$ cat config.mk
export PLATFORM = sky130hd
export DESIGN_NAME = adc_stream_packer
export DESIGN_NICKNAME = d
export VERILOG_FILES = /design/src/rtl/adc_stream_packer.sv
export SDC_FILE = /design/constraint.sdc
export NUM_CORES = 1
export LEC_CHECK = 0
export BUFFER_PORTS_ARGS = -buffer_cell sky130_fd_sc_hd__buf_2
export CAP_MARGIN = 5
export CORE_MARGIN = 10
export CORE_UTILIZATION = 50
export DETAILED_ROUTE_END_ITERATION = 7
export GPL_ROUTABILITY_DRIVEN = 0
export PLACE_DENSITY = 0.71
export RECOVER_POWER = 50
export SLEW_MARGIN = 25
export SYNTH_ARGS = -nofsm -noshare
export SYNTH_HDL_FRONTEND = slang
export SYNTH_SLANG_ARGS = --single-unit
$ cat constraint.sdc
create_clock -name adc_clk_i -period 6.55 [get_ports adc_clk_i]
set_input_delay 0 -clock adc_clk_i [delete_from_list [all_inputs] [get_ports adc_clk_i]]
set_output_delay 0 -clock adc_clk_i [all_outputs]
set_load 0.03 [all_outputs]
$ cat src/rtl/adc_stream_packer.sv
// Packs 16-bit ADC samples four-per-word into a 64-bit AXI-Stream with packet framing.
// A 2-entry output buffer absorbs short stalls; words completing into a full buffer are dropped and counted.
module adc_stream_packer #(
    parameter int CNT_W = 32
) (
    input  logic             adc_clk_i,
    input  logic             adc_rstn_i,
    input  logic             en_i,
    input  logic [31:0]      pkt_words_i,
    input  logic             smp_valid_i,
    input  logic [15:0]      smp_data_i,
    output logic [63:0]      m_axis_tdata_o,
    output logic             m_axis_tvalid_o,
    input  logic             m_axis_tready_i,
    output logic             m_axis_tlast_o,
    output logic [7:0]       m_axis_tkeep_o,
    output logic [CNT_W-1:0] drop_cnt_o,
    output logic [CNT_W-1:0] pkt_cnt_o,
    output logic             busy_o
);

    typedef enum logic [1:0] {IDLE, RUN, FLUSH} state_t;

    localparam logic [CNT_W-1:0] CNT_ONE = CNT_W'(1);

    state_t      state_q, state_d;
    logic [1:0]  lane_q;
    logic [31:0] word_idx_q;
    logic [31:0] pkt_len_q;
    logic [47:0] acc_p0;
    logic [63:0] buf_data [2];
    logic [7:0]  buf_keep [2];
    logic        buf_last [2];
    logic        wr_ptr_q, rd_ptr_q;
    logic [1:0]  cnt_q;

    logic        pop, has_space, accept, word_done, last_word, flush_need;
    logic        push, drop;
    logic [63:0] push_data, part_data;
    logic [7:0]  push_keep, part_keep;
    logic        push_last;

    function automatic logic [31:0] eff_len(input logic [31:0] w);
        return (w < 32'd2) ? 32'd2 : w;
    endfunction

    function automatic logic [CNT_W-1:0] sat_inc(input logic [CNT_W-1:0] v);
        return (&v) ? v : v + CNT_ONE;
    endfunction

    assign pop        = (cnt_q != 2'd0) && m_axis_tready_i;
    assign has_space  = (cnt_q != 2'd2) || pop;
    assign accept     = (state_q == RUN) && en_i && smp_valid_i;
    assign word_done  = accept && (lane_q == 2'd3);
    assign last_word  = (word_idx_q == pkt_len_q - 32'd1);
    assign flush_need = (lane_q != 2'd0) || (word_idx_q != 32'd0);

    // Partial word for flush; with no samples pending this is the empty terminator.
    always_comb begin
        part_data = '0;
        part_keep = '0;
        for (int i = 0; i < 3; i++) begin
            if (2'(i) < lane_q) begin
                part_data[16*i +: 16] = acc_p0[16*i +: 16];
                part_keep[2*i +: 2]   = 2'b11;
            end
        end
    end

    always_comb begin
        state_d   = state_q;
        push      = 1'b0;
        drop      = 1'b0;
        push_data = {smp_data_i, acc_p0};
        push_keep = 8'hFF;
        push_last = last_word;
        case (state_q)
            IDLE: if (en_i) state_d = RUN;
            RUN: begin
                if (!en_i) begin
                    state_d = FLUSH;
                end else if (word_done) begin
                    push = has_space;
                    drop = !has_space;
                end
            end
            FLUSH: begin
                if (flush_need) begin
                    push      = has_space;
                    push_data = part_data;
                    push_keep = part_keep;
                    push_last = 1'b1;
                end else if (cnt_q == 2'd0) begin
                    state_d = IDLE;
                end
            end
            default: state_d = IDLE;
        endcase
    end

    always_ff @(posedge adc_clk_i or negedge adc_rstn_i) begin
        if (!adc_rstn_i) begin
            state_q    <= IDLE;
            lane_q     <= 2'd0;
            word_idx_q <= 32'd0;
            pkt_len_q  <= 32'd2;
            drop_cnt_o <= '0;
            pkt_cnt_o  <= '0;
            wr_ptr_q   <= 1'b0;
            rd_ptr_q   <= 1'b0;
            cnt_q      <= 2'd0;
        end else begin
            state_q <= state_d;
            if (state_q == IDLE && en_i) begin
                pkt_len_q  <= eff_len(pkt_words_i);
                lane_q     <= 2'd0;
                word_idx_q <= 32'd0;
                drop_cnt_o <= '0;
            end else if (state_q == RUN) begin
                if (word_done) begin
                    lane_q <= 2'd0;
                    if (push) begin
                        if (last_word) begin
                            word_idx_q <= 32'd0;
                            pkt_len_q  <= eff_len(pkt_words_i);
                        end else begin
                            word_idx_q <= word_idx_q + 32'd1;
                        end
                    end else if (drop) begin
                        drop_cnt_o <= sat_inc(drop_cnt_o);
                    end
                end else if (accept) begin
                    lane_q <= lane_q + 2'd1;
                end
            end else if (state_q == FLUSH && push) begin
                lane_q     <= 2'd0;
                word_idx_q <= 32'd0;
            end

            if (push) wr_ptr_q <= ~wr_ptr_q;
            if (pop)  rd_ptr_q <= ~rd_ptr_q;
            case ({push, pop})
                2'b10:   cnt_q <= cnt_q + 2'd1;
                2'b01:   cnt_q <= cnt_q - 2'd1;
                default: cnt_q <= cnt_q;
            endcase
            if (pop && buf_last[rd_ptr_q]) pkt_cnt_o <= pkt_cnt_o + CNT_ONE;
        end
    end

    // Datapath storage: sample accumulator and buffer slots, qualified by the control above.
    always_ff @(posedge adc_clk_i) begin
        if (accept) begin
            case (lane_q)
                2'd0:    acc_p0[15:0]  <= smp_data_i;
                2'd1:    acc_p0[31:16] <= smp_data_i;
                2'd2:    acc_p0[47:32] <= smp_data_i;
                default: acc_p0        <= acc_p0;
            endcase
        end
        if (push) begin
            buf_data[wr_ptr_q] <= push_data;
            buf_keep[wr_ptr_q] <= push_keep;
            buf_last[wr_ptr_q] <= push_last;
        end
    end

    assign m_axis_tvalid_o = (cnt_q != 2'd0);
    assign m_axis_tdata_o  = m_axis_tvalid_o ? buf_data[rd_ptr_q] : 64'd0;
    assign m_axis_tkeep_o  = m_axis_tvalid_o ? buf_keep[rd_ptr_q] : 8'h00;
    assign m_axis_tlast_o  = m_axis_tvalid_o && buf_last[rd_ptr_q];
    assign busy_o          = (state_q != IDLE);

endmodule
Yosys cells after proc, flatten, opt, wreduce, memory -nomap -nowiden --
Memory sizes are Yosys's and may differ from the RTL's. Cells that the tools add are included. Widths: inputs -> output; s select.
Storage, ports and cells: memories 3, RAM bits 146, register bits after elaboration 184, logic and storage cells 132, output and inout port bits 139, bits of input ports 53
Memories:
- buf_data | words 2, bits a word 64, read ports 1, clocked after Yosys merged registers in 0, write ports 1, line 31 | logic [63:0] buf_data [2];
- buf_keep | words 2, bits a word 8, read ports 1, clocked after Yosys merged registers in 0, write ports 1, line 32 | logic [7:0] buf_keep [2];
- buf_last | words 2, bits a word 1, read ports 1, clocked after Yosys merged registers in 0, write ports 1, line 33 | logic buf_last [2];
Cells by class: add/subtract/negate cells 7, magnitude comparators 4, reductions and logical operators 34, eq/ne operators 18, bitwise operators 2, multiplexer cells 52
Operators by type and width (count):
- $mux 32 | 18
- $mux 64 | 3
- $add 32x1->32 const B | 3
- $mux 16 | 3
- $eq 32x32->1 | 1
- $lt 32x2->1 const B | 1
- $reduce_and 32->1 | 1
- $reduce_bool 32->1 | 1
- $sub 32x1->32 const B | 1
- $mux 2 | 12
- $mux 8 | 3
- $reduce_bool 2->1 | 9
- $ne 2x2->1 const B | 6
- $mux 1 | 10
- $eq 2x2->1 const B | 4
- $logic_and 1x1->1 | 8
- $reduce_and 2->1 | 4
- $reduce_and 4->1 | 2
- $eq 2x1->1 const B | 3
- $logic_not 2->1 | 3
- $ne 3x2->1 const B | 2
- $pmux 2 s3 | 1
- $reduce_and 5->1 | 1
- $add 2x1->2 const B | 2
- other kinds (12) | 15

Longest topological paths before layout --
Gate-level depths: netlist of the first run.
word-level depth 12, mapped depth 11

Least setup slack after synthesis of the first run --
OpenSTA, ideal clock, no wires.
kind reg-to-reg, start point reg word_idx_q[0], end point mem buf_data[0][0] (enable), cell stages (with the launch flop) 9, slack 1.757 ns, data arrival time 4.296 ns, setup time 0.496 ns, path through dfrtp_1 -> inv_1 -> ha_1 -> nor4b_1 -> nand4_1 -> o31ai_1 -> clkbuf_1 -> a21o_1 -> nor2_1
Between the ends: word-level cells in the longest chain between the ends 6
RTL lines:
- start: declaration | line 28 | logic [31:0] word_idx_q;
- start signal: assignment | line 127 | word_idx_q <= word_idx_q + 32'd1;
- $reduce_bool 32->1 | line 56 | assign flush_need = (lane_q != 2'd0) || (word_idx_q != 32'd0);
- $logic_or 1x1->1 | line 56
- $mux 1 | line 88 | if (flush_need) begin
- $pmux 1 s2 | line 77 | case (state_q)
- $mux 1 | line 161 | if (push) begin
- $mux 1 (implied by the code) | line 162 | buf_data[wr_ptr_q] <= push_data;
- end: declaration | line 31
Every way passes these cells.

Worst setup path after layout of the first run --
start point reg cnt_q[0], end point reg state_q[1]
Between the ends: word-level cells in the longest chain between the ends 3
RTL lines:
- start: declaration | line 35 | logic [1:0] cnt_q;
- start signal: assignment | line 143 | 2'b10: cnt_q <= cnt_q + 2'd1;
- start signal: assignment | line 144 | 2'b01: cnt_q <= cnt_q - 2'd1;
- start signal: assignment | line 145 | default: cnt_q <= cnt_q;
- $logic_not 2->1 | line 93 | end else if (cnt_q == 2'd0) begin
- $ne 2x2->1 (no line)
- $reduce_and 4->1 (no line)
- end signal: assignment | line 113 | state_q <= state_d;
- end: declaration | line 26 | state_t state_q, state_d;
Every way passes these cells. A chain may end at the register's enable or synchronous reset.

==> impl_metrics.json, run 1 <==
{
  "skew_ps": 19.8,
  "n_antenna_cell": 0,
  "stdcell_area_um2": 17700,
  "grt-ovfl-total": 0,
  "cts_buffers": 35,
  "dieArea_um2": 36800,
  "grt.total_usage_pct": 18.6,
  "post_cts_resized": 0,
  "drc": 0,
  "min_period_ps": 4300,
  "ios": 192,
  "worst_setup_path_start_kind": "flop",
  "postLayoutCoreUtil_pct": 61.1,
  "antenna_found_initial": 1,
  "h-tree-depth": 2,
  "port_buffers": 191,
  "die_y_um": 192,
  "slew_headroom_pct": -154,
  "power.density_nw_per_um2": 385,
  "ys.flop_type": "edfxtp_1",
  "row_count": 62,
  "crit_fanout": 70,
  "initial_core_util_pct": 51.1,
  "rsz0062_at_grt": "no",
  "drt_wl_total_um": 34600,
  "ys_async_sr_fraction_pct": 42.2,
  "critPathArrivalTime_ps": 4710,
  "die_x_um": 192,
  "synth_seq_area_share_pct": 60.8,
  "worst_pin_slew_ps": 3800,
  "core_area_um2": 28900,
  "placed_area_um2": 16100,
  "drive_gt1_share_pct": 11.1,
  "cts.sinks": 322,
  "fin_crit_sh_pct": 65.7,
  "critPathKind": "reg2reg",
  "synth_edf_count": 186,
  "wl_per_cell_um": 18.5,
  "cts_buffer_depth": 3,
  "yosysWarnings": 0,
  "ys_ff_latch": 322,
  "nets": 1525,
  "grt_pass1_wl_um": 55400,
  "synth_nets": 1279,
  "hold_violations": 0,
  "dp_hpwl_um": 23300,
  "slew_viol_final": 174,
  "clk_pin_slew_worst_paths_ps": 60,
  "drt_pass1_iterations": 5,
  "cts_tree": "done",
  "grt_max_degree": 71,
  "p_leak_nw": 6.86,
  "ant_nets": 0,
  "status": "complete, but fails checks",
  "vias": 10092,
  "synth_cell_types": 64,
  "violations": "capacitance limit, slew limit",
  "setup_tns_ps": 0,
  "hold_path.class": "in2reg",
  "power_mw": 6.80,
  "irDropWorstVdd_v": 0.000200,
  "syn_area_per_cell_um2": 12.2,
  "fmax_mhz": 232,
  "synthCells": 1212,
  "clk-insertion-delay-late_ps": 540,
  "grt_pass1_vias": 10385,
  "finalSetupViolCount": 0,
  "via_per_inst": 5.40,
  "cts-root-buf": "clkbuf_16",
  "drtIter0Drc": 717,
  "end_kind": "flop",
  "cts_setup_buffers": 0,
  "syn_to_final_growth_pct": 19.6,
  "synth_area_um2": 14800,
  "drv_cap": 3,
  "worstPathRequired_ps": 6960
}
state kept, by name, summed over array words and instances (netlist names), 8 cells and up:
register / cells
acc_p0: 48
buf_data: 128
buf_keep: 8
drop_cnt_o: 32
pkt_cnt_o: 32
pkt_len_q: 32
word_idx_q: 32
cell type report:
class | count | area [um2]
Sequential cell | 322 | 8990
Timing Repair Buffer | 253 | 1420
Tap cell | 384 | 480
Multi-Input combinational cell | 810 | 5470
Clock inverter | 22 | 254
Fill cell | 2331 | 11300
Clock buffer | 41 | 928
Inverter | 36 | 135
path summary, 6_finish.rpt:
check                              start             to  slack, ps  cells past startpoint
hold reg to reg            pkt_cnt_o[31]  pkt_cnt_o[31]        470                      1
setup / recovery                cnt_q[0]     state_q[1]       2250                      6
min in group asynchronous     adc_rstn_i  pkt_len_q[25]       1340                      2
hold / removal               smp_valid_i      lane_q[0]         90                      5
max in group asynchronous     adc_rstn_i  pkt_cnt_o[31]       2790                      3
setup reg to reg                cnt_q[0]     state_q[1]       2250                      6
cell usage after synthesis (all sizes together), types with 9 or more instances:
master | count | share of area, %
a21oi | 40 | 1.4
and2 | 42 | 1.8
and3 | 21 | 0.89
and4 | 9 | 0.53
buf | 21 | 0.84
clkbuf | 23 | 0.58
dfrtp | 135 | 23
edfxtp | 186 | 38
ha | 14 | 1.2
inv | 36 | 0.91
mux2 | 32 | 2.4
mux2i | 73 | 4.9
nand2 | 53 | 1.3
nand3 | 34 | 1.2
nand4 | 25 | 1.1
nor2 | 154 | 3.9
nor2b | 37 | 1.6
nor3 | 25 | 0.85
nor4 | 28 | 1.4
o21ai | 21 | 0.79
or3 | 11 | 0.47
xnor2 | 86 | 5.1
xor2 | 40 | 2.4
where the power goes:
part           leakage (nW)  internal, mW  switching [mW]
combinational          2.80         0.717            1.41
clock                 0.582          1.19           0.813
sequential             3.48          2.38           0.286
cells in the final DEF, fill, tap and decap left out, types with 28 or more instances in the layout:
cell type / count
dlygate4sd3_1: 51
nand3_1: 34
nor2_1: 150
buf_2: 77
mux2i_1: 73
a21oi_1: 40
xor2_1: 40
nand2_1: 52
xnor2_1: 86
clkbuf_16: 35
and2_0: 35
inv_1: 36
edfxtp_1: 186
dfrtp_1: 135
mux2_1: 28
nor2b_1: 37
clkbuf_1: 120
cell families (layout without fill, tap and decap cells):
group                      count (synthesis)  after routing  share of synthesized area (%)
AOI/OAI and AO/OA                        102            102                           4.54
muxes                                    105            105                           7.38
and+or+nand+nor                          463            463                           16.2
buffers and inverters                     80            352                           2.34
DFF                                      322            322                           60.8
adders and majority gates                 14             14                           1.19
xor gates and xnor gates                 126            126                           7.47
worst max-delay path, stage by stage (launching register included):
cell,delay (ps)
dfrtp_1,470
nor2_4,120
clkbuf_1,2230
inv_1,190
o41ai_1,720
o21ai_0,180
a22o_1,270
through the flow:
stage	hold WS [ps]	instances	worst slack (ps)
finish	86.8	1868	2250
global route	142	1868	1750
CTS	58.1	1867	2640
detailed placement	59.1	1753	2630
global placement	52.0	1753	2800
floorplan	-296	1212	1760
repair_timing:
item | CTS | global route
endpoints found under the hold margin | 183 | 0
setup endpoints to repair | 0 | 0
hold buffers | 51 | 0
layer usage:
metal / track usage, % / wire length, um
met5: 0 / 7
met4: 5.86 / 712
met3: 4.32 / 2130
met2: 30.9 / 16800
met1: 23.7 / 14900
Note: power is estimated with default switching activity, not from simulation.
==> run 2, diff against run 1 <==
--- a/config.mk
+++ b/config.mk
@@ -5,13 +5,14 @@
 export SDC_FILE = /design/constraint.sdc
 export NUM_CORES = 1
 export LEC_CHECK = 0
+export ABC_AREA = 1
 export BUFFER_PORTS_ARGS = -buffer_cell sky130_fd_sc_hd__buf_2
 export CAP_MARGIN = 5
 export CORE_MARGIN = 10
 export CORE_UTILIZATION = 50
 export DETAILED_ROUTE_END_ITERATION = 7
 export GPL_ROUTABILITY_DRIVEN = 0
-export PLACE_DENSITY = 0.71
+export PLACE_DENSITY = 0.73
 export RECOVER_POWER = 50
 export SLEW_MARGIN = 25
 export SYNTH_ARGS = -nofsm -noshare
==> constraint.sdc (replaced) <==
create_clock -name adc_clk_i -period 3.7 [get_ports adc_clk_i]
set_input_delay 0 -clock adc_clk_i [delete_from_list [all_inputs] [get_ports adc_clk_i]]
set_output_delay 0 -clock adc_clk_i [all_outputs]
set_load 0.03 [all_outputs]
==> impl_metrics.json, run 2 <==
{
  "status": "complete, but fails checks",
  "violations": "capacitance limit, slew limit",
  "drt_pass1_iterations": 5,
  "final_cell_mix": "nand2_1 (562), nor2_1 (220), inv_1 (202)",
  "stdcell_area_um2": 19400,
  "ys_ff_latch": 322,
  "p_sw_share_pct": 45.3,
  "p_comb_share_pct": 45.1,
  "die_x_um": 203,
  "met2_usage_pct": 35.4,
  "dieArea_um2": 41100,
  "port_buffers": 191,
  "ys.flop_type": "edfxtp_1",
  "ios": 192,
  "synthCells": 1942,
  "clk-insertion-delay-late_ps": 530,
  "layout.filler_cells": 2912,
  "setup_tns_ps": 0,
  "wl_per_cell_um": 16.7,
  "met1_usage_pct": 26.5,
  "p_sw_mw": 6.69,
  "synth_commonest_cells": "nand2_1 (563), nor2_1 (219), inv_1 (201)",
  "placed_area_um2": 18000,
  "n_antenna_cell": 0,
  "cts_buffer_depth": 3,
  "post_cts_resized": 0,
  "drc": 0,
  "core_area_um2": 32800,
  "grt_pass1_wl_um": 70300,
  "end_kind": "flop",
  "worst_pin_slew_ps": 2650,
  "synth_edf_count": 186,
  "grt_max_degree": 105,
  "h-tree-depth": 2,
  "initial_core_util_pct": 50.9,
  "busiest_layer": "met2",
  "reg.largest.list": "buf_data x128, acc_p0 x48",
  "grt-ovfl-total": 0,
  "cts-root-buf": "clkbuf_16",
  "worstPathRequired_ps": 4110,
  "power_mw": 14.8,
  "syn_area_per_cell_um2": 8.60,
  "min_period_ps": 3170,
  "worst-r2r-cell-count": 11,
  "ys_async_sr_fraction_pct": 42.2,
  "ant_nets": 0,
  "clk_pin_slew_worst_paths_ps": 60,
  "fin_crit_sh_pct": 85.7,
  "yosysWarnings": 0,
  "finalSetupViolCount": 0,
  "synth_cell_types": 43,
  "worst_setup_path_start_kind": "flop",
  "critPathKind": "reg2reg",
  "p_leak_nw": 8.63,
  "cts.sinks": 322,
  "rsz0062_at_grt": "no",
  "yosys-top-cells-area": "edfxtp_1 (33%), dfrtp_1 (20%), nand2_1 (13%)",
  "power.density_nw_per_um2": 760,
  "yosysMostFrequentCell": "nand2_1",
  "synth_nets": 2009,
  "antenna_found_initial": 0,
  "largest_reg_flops": 128,
  "skew_ps": 21.1,
  "slew_headroom_pct": -76.9,
  "vias": 13877,
  "critPathArrivalTime_ps": 3580,
  "fmax_mhz": 315,
  "power_frac_seq_pct": 31.4,
  "slew_viol_final": 177,
  "via_per_inst": 5.28,
  "drive_gt1_share_pct": 9.52,
  "hold_depth": 5,
  "syn_to_final_growth_pct": 16.2,
  "yosysTopAreaCell": "edfxtp_1",
  "grtUsageMet3_pct": 3.73,
  "cts_setup_buffers": 0,
  "synth_seq_area_share_pct": 53.8,
  "drv_cap": 2,
  "yosysTopAreaCellShare_pct": 33.4,
  "synth_area_um2": 16700,
  "final_common_cell": "nand2_1",
  "intPower_mw": 8.07,
  "row_count": 66,
  "grt_pass1_vias": 13500,
  "drt_wl_total_um": 43800,
  "grt.total_usage_pct": 20.7,
  "hold_path.class": "in2reg",
  "dp_hpwl_um": 29600,
  "die_y_um": 203,
  "drtIter0Drc": 1126,
  "pwr-share-clk_pct": 23.5,
  "cts_tree": "done",
  "hold_violations": 0,
  "crit_fanout": 32,
  "irDropWorstVdd_v": 0.000547,
  "top_register": "buf_data",
  "nets": 2224,
  "cts_buffers": 36
}
-- run 2: cell count changes in the layout (fill, tap and decap cells not counted), moves of 23 or more --
cell / delta
a21oi_1: +55
nor2_1: +70
xor2_1: +23
inv_1: +166
and2_0: -35
nand2_1: +510
nand3_2: +23
nand3_1: +77
mux2i_1: -73
xnor2_1: -59
nor2b_1: -37
mux2_1: -28
nand4_1: +42
-- run 2: area by class of cell --
class,count,area [um2],area share (%)
Sequential cell,322,8990,46.3
Multi-Input combinational cell,1334,6530,33.6
Timing Repair Buffer,256,1420,7.33
Clock buffer,51,977,5.03
Inverter,207,777,4.00
Tap cell,442,553,2.85
Clock inverter,15,161,0.831
-- run 2: worst max-delay path: stages (launching register included) --
cell	delay, ps
dfrtp_1	400
inv_1	100
ha_1	260
nand3_1	200
nor2_1	130
inv_1	130
nand3_1	130
nand2_1	270
nor2_1	330
nand3_2	710
nand3_1	290
nand2_1	70
-- run 2: routing by layer --
| layer | up-vias | wire length [um] |
|---|---|---|
| met5 | - | 0 |
| met4 | 0 | 932 |
| met3 | 76 | 3060 |
| met2 | 474 | 21400 |
| met1 | 6553 | 18500 |
| li1 | 6774 | - |
-- run 2: path summary, 6_finish.rpt --
| path | end | start | slack [ps] |
|---|---|---|---|
| max in group asynchronous | drop_cnt_o[1] | adc_rstn_i | 830 |
| hold reg to reg | pkt_cnt_o[31] | pkt_cnt_o[31] | 470 |
| min in group asynchronous | pkt_len_q[23] | adc_rstn_i | 860 |
| setup reg to reg | pkt_len_q[6] | state_q[1] | 530 |
| hold / removal | lane_q[1] | smp_valid_i | 20 |
| setup / recovery | pkt_len_q[6] | state_q[1] | 530 |
-- run 2: kinds of logic after synthesis --
kind of cell    synth area share [%]
simple gates                    28.8
flops                           53.8
buf+inv                         7.01
compound gates                  4.48
xor+xnor                        4.72
fa+ha+maj                       1.05
mux                            0.135
-- run 2: timing repair --
item,CTS,global route
endpoints found under the setup margin,0,0
hold buffers,51,0
endpoints found under the hold margin,217,0
-- run 2: per-stage QoR --
step / utilization (%) / worst slack (ps) / instances / hold slack [ps]
CTS: 59.8 / 531 / 2627 / 6.08
finish: 59.2 / 528 / 2627 / 19.3
global placement: 54.8 / 598 / 2510 / 189
floorplan: - / 177 / 1942 / -296
global route: 59.2 / 266 / 2627 / 102
detailed placement: 54.8 / 552 / 2510 / 195
-- run 2: power groups by stage --
stage / Clock, mW / Sequential, mW / Combinational (mW)
after floorplan: 0 / 4.65 / 4.94
after global placement: 0 / 4.69 / 6.51
after detailed placement: 0 / 4.70 / 6.61
after CTS: 3.53 / 4.63 / 6.68
after global routing: 3.67 / 4.69 / 7.37
final: 3.47 / 4.63 / 6.65
==> run 3, diff against run 2 <==
--- a/config.mk
+++ b/config.mk
@@ -12,6 +12,7 @@
 export CORE_UTILIZATION = 50
 export DETAILED_ROUTE_END_ITERATION = 7
 export GPL_ROUTABILITY_DRIVEN = 0
+export MAX_ROUTING_LAYER = met4
 export PLACE_DENSITY = 0.73
 export RECOVER_POWER = 50
 export SLEW_MARGIN = 25
==> impl_metrics.json, run 3 (synthesis gave the netlist of run 2 again) <==
{
  "grt.total_usage_pct": 21.3,
  "hold_violations": 0,
  "status": "complete, but fails checks",
  "path_cells": "inv_1 -> ha_1 -> nand3_1 -> nor2_1 -> inv_1 -> nand3_1 -> nand2_1 -> nor2_1 -> nand3_2 -> nand3_1 -> nand2_1",
  "worst_pin_slew_ps": 2660,
  "p_sw_share_pct": 45.3,
  "power_frac_seq_pct": 31.4,
  "critPathArrivalTime_ps": 3580,
  "cts_tree": "done",
  "fin_crit_sh_pct": 85.7,
  "cts-root-buf": "clkbuf_16",
  "vias": 13887,
  "drt_pass1_iterations": 5,
  "grt_max_degree": 105,
  "nets": 2224,
  "rsz0062_at_grt": "no",
  "dp_hpwl_um": 29600,
  "hold_buffers": 51,
  "row_count": 66,
  "p_leak_nw": 8.63,
  "path_common_cell": "nand3_1",
  "reg.largest.list": "buf_data x128, acc_p0 x48",
  "largest_reg_flops": 128,
  "final_common_cell": "nand2_1",
  "r2r-end": "pkt_len_q[6]",
  "critPathKind": "reg2reg",
  "violations": "capacitance limit, slew limit",
  "initial_core_util_pct": 50.9,
  "slew_viol_final": 177,
  "pwr-share-clk_pct": 23.5,
  "worst-r2r-cell-count": 11,
  "grt-ovfl-total": 0,
  "drtIter0Drc": 1084,
  "crit_fanout": 32,
  "grt_pass1_vias": 13515,
  "setup_tns_ps": 0,
  "hold_path.class": "in2reg",
  "ios": 192,
  "core_area_um2": 32800,
  "critPathCapture": "pkt_len_q[6]",
  "min_period_ps": 3170,
  "via_per_inst": 5.29,
  "regToRegStartpoint": "state_q[1]",
  "placed_area_um2": 18000,
  "port_buffers": 191,
  "post-place-ws_ps": 552,
  "slew_headroom_pct": -77.4,
  "die_x_um": 203,
  "worstPathRequired_ps": 4110,
  "cts_buffers": 36,
  "critPathMaxStageDelay_ps": 700,
  "p_sw_mw": 6.68,
  "antenna_found_initial": 0,
  "intPower_mw": 8.07,
  "drc": 0,
  "fin_cells": 2627,
  "top_register": "buf_data",
  "drive_gt1_share_pct": 9.52,
  "crit_path_top_delay_cell": "nand3_2",
  "grt_pass1_wl_um": 70400,
  "drv_cap": 2,
  "h-tree-depth": 2,
  "syn_to_final_growth_pct": 16.2,
  "die_y_um": 203,
  "cp-startpoint": "state_q[1]",
  "ant_nets": 0,
  "drt_wl_total_um": 43800,
  "final_cell_mix": "nand2_1 (562), nor2_1 (220), inv_1 (202)",
  "rrSetupSlack_ps": 530,
  "clk_pin_slew_worst_paths_ps": 60,
  "clk-insertion-delay-late_ps": 530,
  "power_mw": 14.8,
  "post_cts_resized": 0,
  "cts.sinks": 322,
  "layout.filler_cells": 2910,
  "n_antenna_cell": 0,
  "skew_ps": 18.1,
  "cts_buffer_depth": 3,
  "postLayoutCoreUtil_pct": 59.2,
  "cts_setup_buffers": 0,
  "post-place-cells": 2510,
  "whs_ps": 25.9,
  "p_comb_share_pct": 45.1,
  "stdcell_area_um2": 19400,
  "power.density_nw_per_um2": 760,
  "finalSetupViolCount": 0,
  "fmax_mhz": 315,
  "irDropWorstVdd_v": 0.000546,
  "wl_per_cell_um": 16.7,
  "postLayoutSetupSlackWorst_ps": 528,
  "worst_setup_path_start_kind": "flop",
  "end_kind": "flop",
  "dieArea_um2": 41100
}
run 3: cell counts in the layout (fill, tap and decap cells not counted):
No cell type changed its count.
run 3: worst max-delay path, delay by kind of cell, from the launching register on:
kind	cells	cell delay, ps
DFF	1	400
adders and majority gates	1	260
buffers and inverters	2	240
and+or+nand+nor	8	2130
run 3: worst min-delay path by stage:
| stage | end | start | slack (ps) | depth (start not counted) |
|---|---|---|---|---|
| 3_5_place_dp | pkt_len_q[23] | adc_rstn_i | 190 | 1 |
| 6_report | lane_q[1] | smp_valid_i | 30 | 5 |
| 2_1_floorplan | cnt_q[0] | adc_rstn_i | -300 | 0 |
| 5_1_grt | lane_q[1] | smp_valid_i | 100 | 5 |
| 4_1_cts | lane_q[1] | smp_valid_i | 6 | 5 |
| 3_3_place_gp | pkt_len_q[23] | adc_rstn_i | 190 | 1 |
run 3: routing by layer:
metal	vias up	track usage, %	part of all wire [%]
met3	77	3.55	6.6
met5	-	-	0
met4	0	5.17	2.2
met1	6570	26.7	42
li1	6767	-	-
met2	473	35.4	49
run 3: cell type report:
cell class              count  area, um2  area share (%)
multi-input cells        1334       6530            33.6
flip-flops and latches    322       8990            46.3
inverters                 207        777            4.00
repair buffers            256       1420            7.33
clock buffers              51        977            5.03
well taps                 442        553            2.85
clock inverters            15        161           0.831
run 3: power groups by stage:
stage	combinational (mW)	clock, mW	sequential [mW]
floorplan	4.94	0	4.65
global placement	6.51	0	4.69
detailed placement	6.61	0	4.70
CTS	6.68	3.53	4.63
global route	7.37	3.67	4.69
finish	6.65	3.47	4.63
